<file path="src/rtl/pwm_pkg.sv">
// rtl/pwm_pkg.sv - shared widths, period length and FSM state type for the PWM modulator
package pwm_pkg;

    localparam int CNT_W  = 7;
    localparam int PERIOD = 128;

    typedef enum logic [0:0] {
        IDLE = 1'b0,
        RUN  = 1'b1
    } pwm_state_e;

endpackage

</file>
<file path="src/rtl/pwm_prescaler.sv">
// rtl/pwm_prescaler.sv - divides sysclk into PWM count ticks, held at zero while clear is high
module pwm_prescaler #(
    parameter int unsigned PRESCALE = 1
) (
    input  logic sysclk,
    input  logic reset,
    input  logic clear,
    output logic tick
);

    logic [7:0] count_q, count_d;

    always_comb begin
        tick    = !clear && (count_q == 8'(PRESCALE - 1));
        count_d = count_q + 8'd1;
        if (clear || tick) begin
            count_d = 8'd0;
        end
    end

    always_ff @(posedge sysclk) begin
        if (reset) begin
            count_q <= 8'd0;
        end else begin
            count_q <= count_d;
        end
    end

endmodule

</file>
<file path="src/rtl/pwm_modulator.sv">
// rtl/pwm_modulator.sv - 128-count PWM with period-latched duty; PWM_DEADTIME_EN adds complementary output with dead time
module pwm_modulator
    import pwm_pkg::*;
#(
    parameter int unsigned PRESCALE    = 1,
    parameter int unsigned DEAD_CYCLES = 4
) (
    input  logic             sysclk,
    input  logic             reset,
    input  logic             enable,
    input  logic [CNT_W-1:0] duty,
    output logic             pwm_out,
    output logic             pwm_n,
    output logic             period_start
);

    pwm_state_e       state_q, state_d;
    logic [CNT_W-1:0] cnt_q, cnt_d;
    logic [CNT_W-1:0] duty_sh_q, duty_sh_d;
    logic             new_period_q, new_period_d;
    logic             pwm_out_q, pwm_out_d;
    logic             pwm_n_q, pwm_n_d;
    logic             period_start_q, period_start_d;
    logic             tick, run, wrap, raw;

    pwm_prescaler #(
        .PRESCALE (PRESCALE)
    ) u_prescaler (
        .sysclk (sysclk),
        .reset  (reset),
        .clear  (!run),
        .tick   (tick)
    );

    always_comb begin
        run   = (state_q == RUN);
        wrap  = run && tick && (cnt_q == CNT_W'(PERIOD - 1));
        raw   = run && (cnt_q < duty_sh_q);

        state_d = state_q;
        if (!run && enable) begin
            state_d = RUN;
        end else if (run && !enable) begin
            state_d = IDLE;
        end

        cnt_d = '0;
        if (run) begin
            cnt_d = tick ? cnt_q + 7'd1 : cnt_q;
        end

        // Duty is only sampled at a period boundary so a period is never split
        duty_sh_d      = (!run || wrap) ? duty : duty_sh_q;
        new_period_d   = !run || wrap;
        period_start_d = run && new_period_q;
    end

`ifdef PWM_DEADTIME_EN
    localparam logic [3:0] DEAD_LOAD = 4'(DEAD_CYCLES - 1);

    logic       raw_prev_q, raw_prev_d;
    logic [3:0] dead_q, dead_d;
    logic       raw_edge, dead_active;

    always_comb begin
        raw_prev_d  = raw;
        raw_edge    = raw ^ raw_prev_q;
        dead_active = raw_edge || (dead_q != 4'd0);
        dead_d      = dead_q;
        if (raw_edge) begin
            dead_d = DEAD_LOAD;
        end else if (dead_q != 4'd0) begin
            dead_d = dead_q - 4'd1;
        end
        pwm_out_d = raw && !dead_active;
        pwm_n_d   = run && !raw && !dead_active;
    end

    always_ff @(posedge sysclk) begin
        if (reset) begin
            raw_prev_q <= 1'b0;
            dead_q     <= 4'd0;
        end else begin
            raw_prev_q <= raw_prev_d;
            dead_q     <= dead_d;
        end
    end
`else
    logic unused_dead_cfg;
    assign unused_dead_cfg = ^4'(DEAD_CYCLES);

    always_comb begin
        pwm_out_d = raw;
        pwm_n_d   = 1'b0;
    end
`endif

    always_ff @(posedge sysclk) begin
        if (reset) begin
            state_q        <= IDLE;
            cnt_q          <= '0;
            duty_sh_q      <= '0;
            new_period_q   <= 1'b0;
            pwm_out_q      <= 1'b0;
            pwm_n_q        <= 1'b0;
            period_start_q <= 1'b0;
        end else begin
            state_q        <= state_d;
            cnt_q          <= cnt_d;
            duty_sh_q      <= duty_sh_d;
            new_period_q   <= new_period_d;
            pwm_out_q      <= pwm_out_d;
            pwm_n_q        <= pwm_n_d;
            period_start_q <= period_start_d;
        end
    end

    assign pwm_out      = pwm_out_q;
    assign pwm_n        = pwm_n_q;
    assign period_start = period_start_q;

endmodule

</file>
<file path="config.mk">
export PLATFORM = sky130hd
export DESIGN_NAME = pwm_modulator
export DESIGN_NICKNAME = d
export VERILOG_FILES = /design/src/rtl/pwm_pkg.sv /design/src/rtl/pwm_prescaler.sv /design/src/rtl/pwm_modulator.sv
export SDC_FILE = /design/constraint.sdc
export NUM_CORES = 1
export LEC_CHECK = 0
export ABC_AREA = 1
export BUFFER_PORTS_ARGS = -buffer_cell sky130_fd_sc_hd__buf_2
export CAP_MARGIN = 5
export CELL_PAD_IN_SITES_DETAIL_PLACEMENT = 1
export CELL_PAD_IN_SITES_GLOBAL_PLACEMENT = 1
export CORE_UTILIZATION = 38
export DETAILED_ROUTE_END_ITERATION = 10
export GPL_TIMING_DRIVEN = 0
export MAX_ROUTING_LAYER = met4
export PLACE_DENSITY = 0.8
export SETUP_SLACK_MARGIN = 0.3
export SYNTH_ARGS = -nofsm -noshare
export SYNTH_HDL_FRONTEND = slang
export SYNTH_SLANG_ARGS = --single-unit
</file>
<file path="constraint.sdc">
create_clock -name sysclk -period 1.4 [get_ports sysclk]
set_input_delay 0.14 -clock sysclk [delete_from_list [all_inputs] [get_ports sysclk]]
set_output_delay 0.14 -clock sysclk [all_outputs]
set_load 0.05 [all_outputs]
</file>
======== Yosys cells after proc, flatten, opt, wreduce, memory -nomap -nowiden ========
Cells that the tools add are included.
word-level totals
  flip-flop bits (word level) ............. 26
  output and inout port bits .............. 3
  word-level logic and storage cells ...... 29
operators by class
  $add $sub $neg .......................... 2
  order comparisons ....................... 1
  equality and inequality tests ........... 1
  multiplexer cells ....................... 2
  bitwise gates (word level) .............. 1
  reduce and logical (&&, ||, !) cells .... 15
operators with widths
  operator               count
  $add A8 B1 Y8 const B  1
  $logic_not A8 Y1       1
  $add A7 B1 Y7 const B  1
  $eq A7 B7 Y1 const B   1
  $logic_and A1 B1 Y1    7
  $lt A7 B7 Y1           1
  $reduce_or A2 Y1       2
  $logic_not A1 Y1       2
  $logic_or A1 B1 Y1     2
  $mux W1                2
  $reduce_bool A2 Y1     1
  $not A1 Y1             1

======== Logic depth before layout (Yosys ltp) ========
  depth in word-level cells ............... 5
  gate-level depth with buffers ........... 9
  depth with buffers taken out ............ 9

======== Cells and area by module ========
From an unflattened synthesis, not the netlist that was laid out.
unflattened totals
  cell total of the unflattened synthesis .. 183
  area, all modules ....................... 1342.5 µm²
modules (own cells, without submodules)
  module         instances  cells each  area an instance (µm²)
  pwm_modulator  1          120         902.1
  pwm_prescaler  1          63          440.4

======== Worst setup path before layout ========
OpenSTA, ideal clock, no wires.
  kind .................................... flip-flop to flip-flop
  start ................................... reg cnt_q[0]
  end ..................................... reg duty_sh_q[1]
  setup time .............................. 0.115 ns
  data arrival time ....................... 1.196 ns
  required time ........................... 1.285 ns
  path slack .............................. 0.089 ns
  cell stages (with the launch flop) ...... 8
  path buffers ............................ 1
  clock period less this slack ............ 1.311 ns
  path through ............................ dfxtp_1 > ha_1 > nand3_2 > nor2_4 > nand2_4 > buf_6 > a21oi_1 > nor2_1
on the way
  word-level cells in the longest chain between the ends .. 3
RTL lines
  item                    line                  source
  start, declared         pwm_modulator.sv:18   logic [CNT_W-1:0] cnt_q, cnt_d;
  start signal, assigned  pwm_modulator.sv:109  cnt_q <= cnt_d;
  $eq A7 B7 Y1            pwm_modulator.sv:37   wrap = run && tick && (cnt_q == CNT_W'(PERIOD - 1));
  $logic_and A1 B1 Y1     pwm_modulator.sv:37
  $logic_or A1 B1 Y1      pwm_modulator.sv:53   duty_sh_d = (!run || wrap) ? duty : duty_sh_q;
  end signal, assigned    pwm_modulator.sv:110  duty_sh_q <= duty_sh_d;
  end, declared           pwm_modulator.sv:19   logic [CNT_W-1:0] duty_sh_q, duty_sh_d;
Every way passes these cells.
A chain may end at the register's enable or synchronous reset.

======== Worst setup path after layout ========
  start ................................... reg u_prescaler.count_q[4]
  end ..................................... reg cnt_q[1]
on the way
  word-level cells in the longest chain between the ends .. 2
RTL lines
  item                    line                 source
  start, declared         pwm_prescaler.sv:11  logic [7:0] count_q, count_d;
  start signal, assigned  pwm_prescaler.sv:25  count_q <= count_d;
  $logic_not A8 Y1        pwm_prescaler.sv:14  tick = !clear && (count_q == 8'(PRESCALE - 1));
  $logic_and A1 B1 Y1     pwm_prescaler.sv:14
Every way passes these cells.

==> out/summary.txt <==
Status: finished with violations
Failing checks: setup timing
Wire length on met3: 102 um
Via Count: 1448
Root Driver: clkbuf_8
Final Hold Vio Count: 0
Cells after Synth: 195
Slack of the critical path: -0.00847 ns
R2r endpoint: cnt_q[1]
Distinct cell type count after synthesis: 23
Vias per cell: 5.21
Critical Path RT: 1.57 ns
Core region area: 3440 um2
Placed Area: 1590 um2
Slowest CP cell: dfxtp_2
Final core utilization: 0.575
Top layer reached by signal wires: met4
Worst reg2reg path startpoint: u_prescaler.count_q[4]
Syn avg cell area: 7.26 um2
VDD IR-drop max: 0.757 mV
CTS H-Tree Depth: 1
Worst EP arrival: 1.58 ns
Final setup fails: 1
Total clock sinks: 26
Hold Path Class: input port to register
I/O pins: 13
Drt first pass iters: 4
Commonest non-fill, non-tap cell in the layout: nand2_1
DR DRC count: 0
Cell row count: 21
Final hold slack: 0.0913 ns
Leak: 0.853 nW
Syn Nets: 215
Clk_lat worst skew: 0.27 ns
Area delta synth->final: 39.8%
First DRT Iteration DRCs: 53
Die X: 63.1 um
Sequential share of the synthesized area: 0.367
Worst-path clk slew: 0.09 ns
Crit path launch: u_prescaler.count_q[4]
WS Path Type: register to register
Worst Setup End Kind: register
Pwr Total: 0.00159 W
PD cells: 801 nW/um2
Pin count of the biggest net entering global routing: 15
CP endpoint: cnt_q[1]
Layout Nets: 253
Most frequent cells in the layout: nand2_1, inv_1, buf_4, nand3_1, dfxtp_1
Clk buf depth: 2
# port buffers: 11
Synth warnings: 0
Min cycle time layout: 1.41 ns
Initial antenna violation count: 0
Max Freq: 710 MHz
Layout Skew: 0.0110 ns
GPL Wtd Cong: 0.778
CP Cell Sequence: inv_1, nand2_1, nor2_1, nand2_2, nand2_4, nand2_4, o21ai_2, inv_1
Crit path max fanout: 7
Detail Placement HPWL: 2850 um
Num CTS Buffers: 3
Vias in the first global route: 1623
Routed WL: 4860 um
Starting Density: 0.411
Period utilization: 1.01
Post-synthesis register bit count: 26
Maxcap violations: 0
Setup TNS: -0.00847 ns
Share of cells above drive strength 1: 0.435
Depth of the worst register-to-register path: 8
Met1 wire length: 2150 um
TritonCTS clock tree: yes
Die area: 3980 um2
Slowest cell delay on critical path: 0.37 ns
Startpoint types: register
All-Layer GR Usage: 0.250
# diodes: 0
Slew Viols, Final: 0
R2r setup slk: -0.008 ns
WL per Instance: 17.5 um
First-pass GRT wire length: 7530 um
Design area: 1980 um2
Total gr overflow: 0
Fillers: 429
Final ANT Viol Nets: 0
Mapped cell area: 1420 um2
Met2 WL: 2520 um
RSZ-0062 raised after global routing: yes
Die height: 63.1 um
## worst min-delay path by stage
stage | start | end | slack, ns | cells past startpoint
final | duty[4] | duty_sh_q[4] | 0.09 | 3
after global routing | duty[4] | duty_sh_q[4] | 0.1 | 3
after CTS | duty[3] | duty_sh_q[3] | 0.07 | 3
after detailed placement | duty[3] | duty_sh_q[3] | 0.37 | 3
after global placement | duty[1] | duty_sh_q[1] | 0.35 | 3
after floorplan | reset | new_period_q | 0.21 | 1
## sequential cells by signal (all words and copies together), names as in the netlist
signal               count
cnt_q                    7
duty_sh_q                7
new_period_q             1
period_start             1
pwm_out                  1
run                      1
u_prescaler.count_q      8
## cell usage after synthesis (all sizes together)
library cell	count	area (um2)
o21a	1	7.51
buf	5	42.5
nor2	22	108
xor2	1	8.76
dfxtp	26	521
a21oi	19	95.1
nand4	2	12.5
nor3b	1	7.51
conb	1	3.75
nor3	3	15.0
inv	26	97.6
o21ai	5	25.0
nand2	48	198
nand3	25	150
ha	10	125
## critical path, delay by kind of cell (launching register included)
kind / cells / cell delay, ns
buffers and inverters: 2 / 0.18
DFF: 1 / 0.37
AOI/OAI and AO/OA: 1 / 0.07
and+or+nand+nor: 5 / 0.68
## power by group
| group | switching (W) | leakage, nW | internal, W |
|---|---|---|---|
| combinational | 0.000219 | 0.613 | 0.000129 |
| sequential | 0.0000185 | 0.217 | 0.000779 |
| clock | 0.000237 | 0.0228 | 0.000204 |
| total | 0.000474 | 0.853 | 0.00111 |
## logic make-up after synthesis
| kind of cell | synth area share |
|---|---|
| other | 0.00265 |
| XOR/XNOR | 0.00618 |
| buffers and inverters | 0.0989 |
| adder cells (fa/ha/maj) | 0.0883 |
| AND/OR/NAND/NOR | 0.346 |
| AO/OA/AOI/OAI | 0.0901 |
| flip-flops | 0.367 |
## area by class of cell
cell class | count | area, um2 | area share
multi-input cells | 138 | 933 | 0.471
clock buffers | 4 | 45.0 | 0.0227
well taps | 46 | 57.6 | 0.0291
flip-flops and latches | 26 | 537 | 0.271
repair buffers | 33 | 255 | 0.129
plain buffers | 5 | 52.6 | 0.0265
inverters | 26 | 100 | 0.0505
## metrics by stage
stage          worst slack [ns]  std cells
2_1_floorplan             0.207        195
3_3_place_gp              0.115        252
3_5_place_dp             0.0564        252
4_1_cts                  0.0952        273
5_1_grt                 -0.0552        278
6_report               -0.00847        278
## per-layer routing
layer	GRT usage	vias to the layer above
li1	-	696
met1	0.277	720
met2	0.449	22
met3	0.0417	10
met4	0.0843	0
met5	-	-
## repair_timing
action | 4_1_cts | 5_1_grt
pin swaps | 18 | 12
resized for setup | 30 | 17
setup buffers | 16 | 5
endpoints found under the setup margin | 23 | 26
hold buffers | 0 | 0
gates cloned | 1 | 0
Note: power is estimated with default switching activity, not from simulation.
